[src/rtl/alu_share_arb.sv]
// alu_share_arb: two-requester round-robin arbiter that time-shares one external ALU.
// Optional macro ALU_SHARE_ARB_BYPASS_EN: accept the next request in the cycle a response is taken.
module alu_share_arb #(
  parameter int DATA_WIDTH     = 32,
  parameter int ALU_CTRL_WIDTH = 3
) (
  input  logic                      clk,
  input  logic                      rst,
  input  logic                      ReqValid0,
  output logic                      ReqReady0,
  input  logic [DATA_WIDTH-1:0]     ReqA0,
  input  logic [DATA_WIDTH-1:0]     ReqB0,
  input  logic [ALU_CTRL_WIDTH-1:0] ReqCtrl0,
  input  logic                      ReqValid1,
  output logic                      ReqReady1,
  input  logic [DATA_WIDTH-1:0]     ReqA1,
  input  logic [DATA_WIDTH-1:0]     ReqB1,
  input  logic [ALU_CTRL_WIDTH-1:0] ReqCtrl1,
  output logic                      RespValid0,
  input  logic                      RespReady0,
  output logic                      RespValid1,
  input  logic                      RespReady1,
  output logic [DATA_WIDTH-1:0]     RespResult,
  output logic                      RespZero,
  output logic [DATA_WIDTH-1:0]     SrcA,
  output logic [DATA_WIDTH-1:0]     SrcB,
  output logic [ALU_CTRL_WIDTH-1:0] ALUControl,
  input  logic [DATA_WIDTH-1:0]     ALUResult,
  input  logic                      Zero
);

  // state | meaning
  // IDLE  | arbitrate between valid requesters, accept one operation
  // EXEC  | ALU evaluates the latched operands, result captured at the edge
  // RESP  | response held for the granted requester until it is taken
  typedef enum logic [1:0] {IDLE, EXEC, RESP} state_t;

  state_t                    state, state_nxt;
  logic                      ptr;
  logic                      gnt_id;
  logic [DATA_WIDTH-1:0]     op_a, op_b;
  logic [ALU_CTRL_WIDTH-1:0] op_ctrl;
  logic [DATA_WIDTH-1:0]     resp_result;
  logic                      resp_zero;
  logic                      sel1;
  logic                      both_valid;
  logic                      resp_take;
  logic                      accept_en;
  logic                      accept;

  always_ff @(posedge clk) begin
    if (rst) state <= IDLE;
    else     state <= state_nxt;
  end

  always_comb begin
    sel1       = ReqValid1 & (~ReqValid0 | ptr);
    both_valid = ReqValid0 & ReqValid1;
    resp_take  = (state == RESP) & (gnt_id ? RespReady1 : RespReady0);
`ifdef ALU_SHARE_ARB_BYPASS_EN
    accept_en  = ~rst & ((state == IDLE) | resp_take);
`else
    accept_en  = ~rst & (state == IDLE);
`endif
    accept     = accept_en & (ReqValid0 | ReqValid1);
    ReqReady0  = accept_en & ReqValid0 & ~sel1;
    ReqReady1  = accept_en & sel1;
    RespValid0 = ~rst & (state == RESP) & ~gnt_id;
    RespValid1 = ~rst & (state == RESP) & gnt_id;
    state_nxt  = state;
    case (state)
      IDLE:    if (accept) state_nxt = EXEC;
      EXEC:    state_nxt = RESP;
      RESP:    if (resp_take) state_nxt = accept ? EXEC : IDLE;
      default: state_nxt = IDLE;
    endcase
  end

  // Pointer only moves under real contention so a lone requester never loses its turn.
  always_ff @(posedge clk) begin
    if (rst) begin
      ptr         <= 1'b0;
      gnt_id      <= 1'b0;
      op_a        <= '0;
      op_b        <= '0;
      op_ctrl     <= '0;
      resp_result <= '0;
      resp_zero   <= 1'b0;
    end else begin
      if (accept) begin
        op_a    <= sel1 ? ReqA1 : ReqA0;
        op_b    <= sel1 ? ReqB1 : ReqB0;
        op_ctrl <= sel1 ? ReqCtrl1 : ReqCtrl0;
        gnt_id  <= sel1;
        if (both_valid) ptr <= ~sel1;
      end
      if (state == EXEC) begin
        resp_result <= ALUResult;
        resp_zero   <= Zero;
      end
    end
  end

  assign SrcA       = op_a;
  assign SrcB       = op_b;
  assign ALUControl = op_ctrl;
  assign RespResult = resp_result;
  assign RespZero   = resp_zero;

endmodule

[config.mk]
export PLATFORM = sky130hd
export DESIGN_NAME = alu_share_arb
export DESIGN_NICKNAME = d
export VERILOG_FILES = /design/src/rtl/alu_share_arb.sv
export SDC_FILE = /design/constraint.sdc
export NUM_CORES = 1
export LEC_CHECK = 0
export BUFFER_PORTS_ARGS = -buffer_cell sky130_fd_sc_hd__buf_2
export CORE_MARGIN = 1
export CORE_UTILIZATION = 40
export CTS_BUF_LIST = sky130_fd_sc_hd__clkbuf_16
export DETAILED_ROUTE_END_ITERATION = 10
export PLACE_DENSITY = 0.74
export SKIP_LAST_GASP = 1
export SLEW_MARGIN = 20
export SYNTH_ARGS = -nofsm -noshare
export SYNTH_HDL_FRONTEND = slang
export SYNTH_SLANG_ARGS = --single-unit
[constraint.sdc]
create_clock -name clk -period 1.55 [get_ports clk]
set_input_delay 0.2325 -clock clk [delete_from_list [all_inputs] [get_ports clk]]
set_output_delay 0.2325 -clock clk [all_outputs]
set_load 0.01 [all_outputs]
* After elaboration in Yosys (flattened, before gate mapping)
Cells that the tools add are included.
** Operators by class
- Bitwise operators :: 17
- Equality and inequality tests :: 4
- Reduce and logical (&&, ||, !) cells :: 3
- Muxes and demuxes :: 8
** Operators by type and width (number)
- $mux 32 :: 2
- $and 1x1->1 :: 11
- $pmux 2 s3 :: 1
- $mux 2 :: 2
- $ne 2x2->1 const B :: 2
- $not 1->1 :: 4
- $reduce_and 2->1 :: 2
- $mux 3 :: 1
- $eq 2x1->1 const B :: 1
- $eq 2x2->1 const B :: 1
- $logic_not 2->1 :: 1
- $mux 1 :: 2
- $or 1x1->1 :: 2
** Word-level totals
- Input port bits :: 173
- Register bits :: 104

* Depth between registers and ports, before layout
- Depth after elaboration :: 6
- Mapped depth :: 7
- Depth with buffers taken out :: 3

* Worst setup path after synthesis
Ideal clock, no wire load.
- Path kind :: reg2out
- Start point :: reg state[1]
- End point :: out ReqReady0
- Buffers on the path :: 3
- Cell stages (with the launch flop) :: 6
- Path slack :: -0.293 ns
- Data required time :: 1.317 ns
- Arrival time :: 1.610 ns
- Cell sequence :: dfxtp_1 -> or2_1 -> buf_6 -> buf_2 -> buf_2 -> a2111oi_0
** Between the ends
- Cells in the longest elaborated chain, start to end :: 4
** RTL lines
- from (decl) :: line 38 : state_t state, state_nxt;
- from (signal assigned) :: line 53 : else state <= state_nxt;
- $logic_not 2->1 :: line 63 : accept_en = ~rst & (state == IDLE);
- $and 1x1->1 :: line 63
- $and 1x1->1 (2 in a row) :: line 66 : ReqReady0 = accept_en & ReqValid0 & ~sel1;
- to (decl) :: line 10 : output logic ReqReady0,
Every way passes these cells.

* Final worst setup path
- Start point :: reg state[1]
- End point :: reg op_b[10], in the netlist SrcB[10]
** Between the ends
- Cells in the longest elaborated chain, start to end :: 3
** RTL lines
- $logic_not 2->1 :: line 63
- $and 1x1->1 :: line 63
- $and 1x1->1 :: line 65 : accept = accept_en & (ReqValid0 | ReqValid1);
- to (signal assigned) :: line 92 : op_b <= sel1 ? ReqB1 : ReqB0;
- to (decl) :: line 41 : logic [DATA_WIDTH-1:0] op_a, op_b;
Every way passes these cells.
A chain may end at the register's enable or synchronous reset.

==> metrics.yaml <==
status:
  violations: "negative setup slack"
  status: "finished, violations left"
sta:
  timing.hold.ws_ps: 119
  maxSlewViolCount: 0
  max-slew-margin-rel: 0.674
  finalWorstSetupSlack_ps: -159
  hold_viol_final: 0
  finClkSkew_ps: 2.50
  period_share: 1.10
  worstMarginPinSlew_ps: 484
  period_needed_ps: 1710
  rsz0062_at_grt: "yes"
  setup_violations: 69
  max_freq_mhz: 585
floorplan:
  design.core.area_mm2: 0.0121
  dieArea_mm2: 0.0130
  die_height_um: 114
  initial_core_util: 0.413
  io_pins: 277
  die-width_um: 114
  fp-row-count: 40
critical_path:
  cpMostUsedCell: "buf_12"
  required_ps: 1780
  crit_type: "reg -> reg"
  slowest_delay_ps: 520
  reg2reg_slack_ps: -160
  end_kind: "flip-flop"
  critPathLaunch: "state[1]"
  worstPathCellList: "or2_4 -> buf_12 -> buf_12 -> or4b_4 -> nor4b_1"
  arrival_ps: 1940
  critPathLaunchType: "flip-flop"
  crit_fanout: 55
  r2r_start: "state[1]"
  cp_slowest_cell: "or4b_4"
synth:
  ys_warn_count: 0
  ys_seq_area_frac: 0.416
  synth.cell_area_mm2: 0.00500
  synth_edf_count: 0
  synthFlopType: "dfxtp_1"
  ys_types: 27
  netlist_instances: 573
  ys_ff_latch: 104
  synth_area_per_cell_um2: 8.73
  async_reset_ff_frac: 0
  syn_nets: 746
route:
  drt_pass1_iterations: 4
  vias: 5431
  via_per_inst: 5.46
  drcViolationCount: 0
  wl_per_cell_um: 16.2
  initialDrtViolationCount: 299
  wirelength_um: 16100
  drtAntennaViolNets: 0
global_routing:
  antenna_found_initial: 0
  grt_pass1_wl_um: 25100
  grt_start_max_net_pins: 56
  grt_pass1_vias: 5018
  overflow: 0
  grt_use_total: 0.242
layout:
  area_growth_syn_to_layout_pct: 44.4
  final_layout_size_suffix_gt1_frac: 0.423
  nNetsFinal: 995
  antenna_cells: 0
  mostFrequentLayoutCells: "buf_2 (275), a21oi_1 (102), dfxtp_1 (101)"
  multi_input_area_mm2: 0.00267
  seqCellArea_mm2: 0.00209
  final_common_cell: "buf_2"
  fillerInstances: 1121
pwr:
  power_density_mw_per_mm2: 1070
  ir_worst_vdd_mv: 0.870
  p_leak_nw: 3.12
clock_network:
  cts_tree: "built"
  cts_buffers: 9
  root_buffer: "clkbuf_16"
  clock_latency_ps: 340
  hold_buffers: 0
  clk_pin_slew_ps: 70
  cts.sinks: 104
  clockBufferDepth: 2
  h-tree-depth: 3
flow_run:
  drv_cap: 0
placement:
  globalplace.congestion: 0.787
  dp_hpwl_um: 11000
  pre_cts_ws_ps: -59.1
  port_buffers: 276
worst_hold_path:
  hp-class: "in -> reg"
  hold_start: "ALUResult[12]"
-- routing by layer --
layer | track usage | routed length (µm)
met3 | 0.0707 | 1190
met1 | 0.296 | 6710
met2 | 0.407 | 7840
met5 | 0 | 0
met4 | 0.0823 | 338
-- flip-flops by register name, indices dropped and copies added, names as in the netlist --
name,cells
state,2
SrcB,32
gnt_id,1
SrcA,32
ptr,1
ALUControl,3
RespResult,32
RespZero,1
-- final timing paths --
path | to | cells after the start
worst min-delay path | RespResult[12] | 3
worst max register to register | SrcB[10] | 5
worst max-delay path | SrcB[10] | 5
worst min register to register | RespResult[7] | 2
-- cells in the mapped netlist (2+ instances only) --
library cell / n / area [µm²]
a21oi_1: 102 / 510
buf_1: 4 / 15.0
buf_2: 17 / 85.1
clkbuf_1: 51 / 191
clkbuf_2: 6 / 30.0
dfxtp_1: 104 / 2080
nand2_1: 67 / 251
nand3b_1: 2 / 15.0
nor2_1: 4 / 15.0
nor4_1: 64 / 400
nor4b_1: 65 / 569
nor4bb_1: 5 / 50.1
or4_1: 3 / 22.5
or4b_1: 66 / 661
-- metrics by stage --
step	utilization	std cells	instance area (µm²)	power (mW)	setup TNS, ps
global placement	0.555	971	6720	5.08	-986
detailed placement	0.555	971	6720	5.10	-2050
finish	0.596	995	7220	7.73	-8310
CTS	0.587	990	7110	7.73	-8050
global route	0.596	995	7220	8.09	-11700
floorplan	-	573	5010	4.22	-1690
-- what timing repair did --
item / in CTS / in global routing
buffers inserted: 3 / 5
pin swaps: 2 / 5
gates cloned: 0 / 0
endpoints found under the setup margin: 68 / 70
gates resized for setup: 2 / 16
-- area by class of cell --
type,count,area share
Clock buffer,9,0.0312
Clock inverter,7,0.0154
Inverter,1,0.000520
Multi-Input combinational cell,389,0.370
Sequential cell,104,0.289
Tap cell,168,0.0291
Timing Repair Buffer,317,0.265
-- critical path, delay by kind of cell (launching register included) --
kind | cells | cell delay [ps]
DFF | 1 | 320
and+or+nand+nor | 3 | 930
buffers and inverters | 2 | 310
-- where the power goes --
part / switching (mW) / internal, mW
logic: 1.07 / 0.956
clock network: 1.02 / 1.57
registers: 0.146 / 2.97
-- kinds of logic (layout without fill, tap and decap cells) --
logic type / after synthesis / after routing / share of synthesized area
mux: 1 / 1 / 0.00200
flops: 104 / 104 / 0.416
xor+xnor: 1 / 1 / 0.00175
simple gates: 282 / 282 / 0.406
compound gates: 105 / 105 / 0.107
buf+inv: 80 / 334 / 0.0673
No activity file was read; power rests on OpenSTA's default activity.
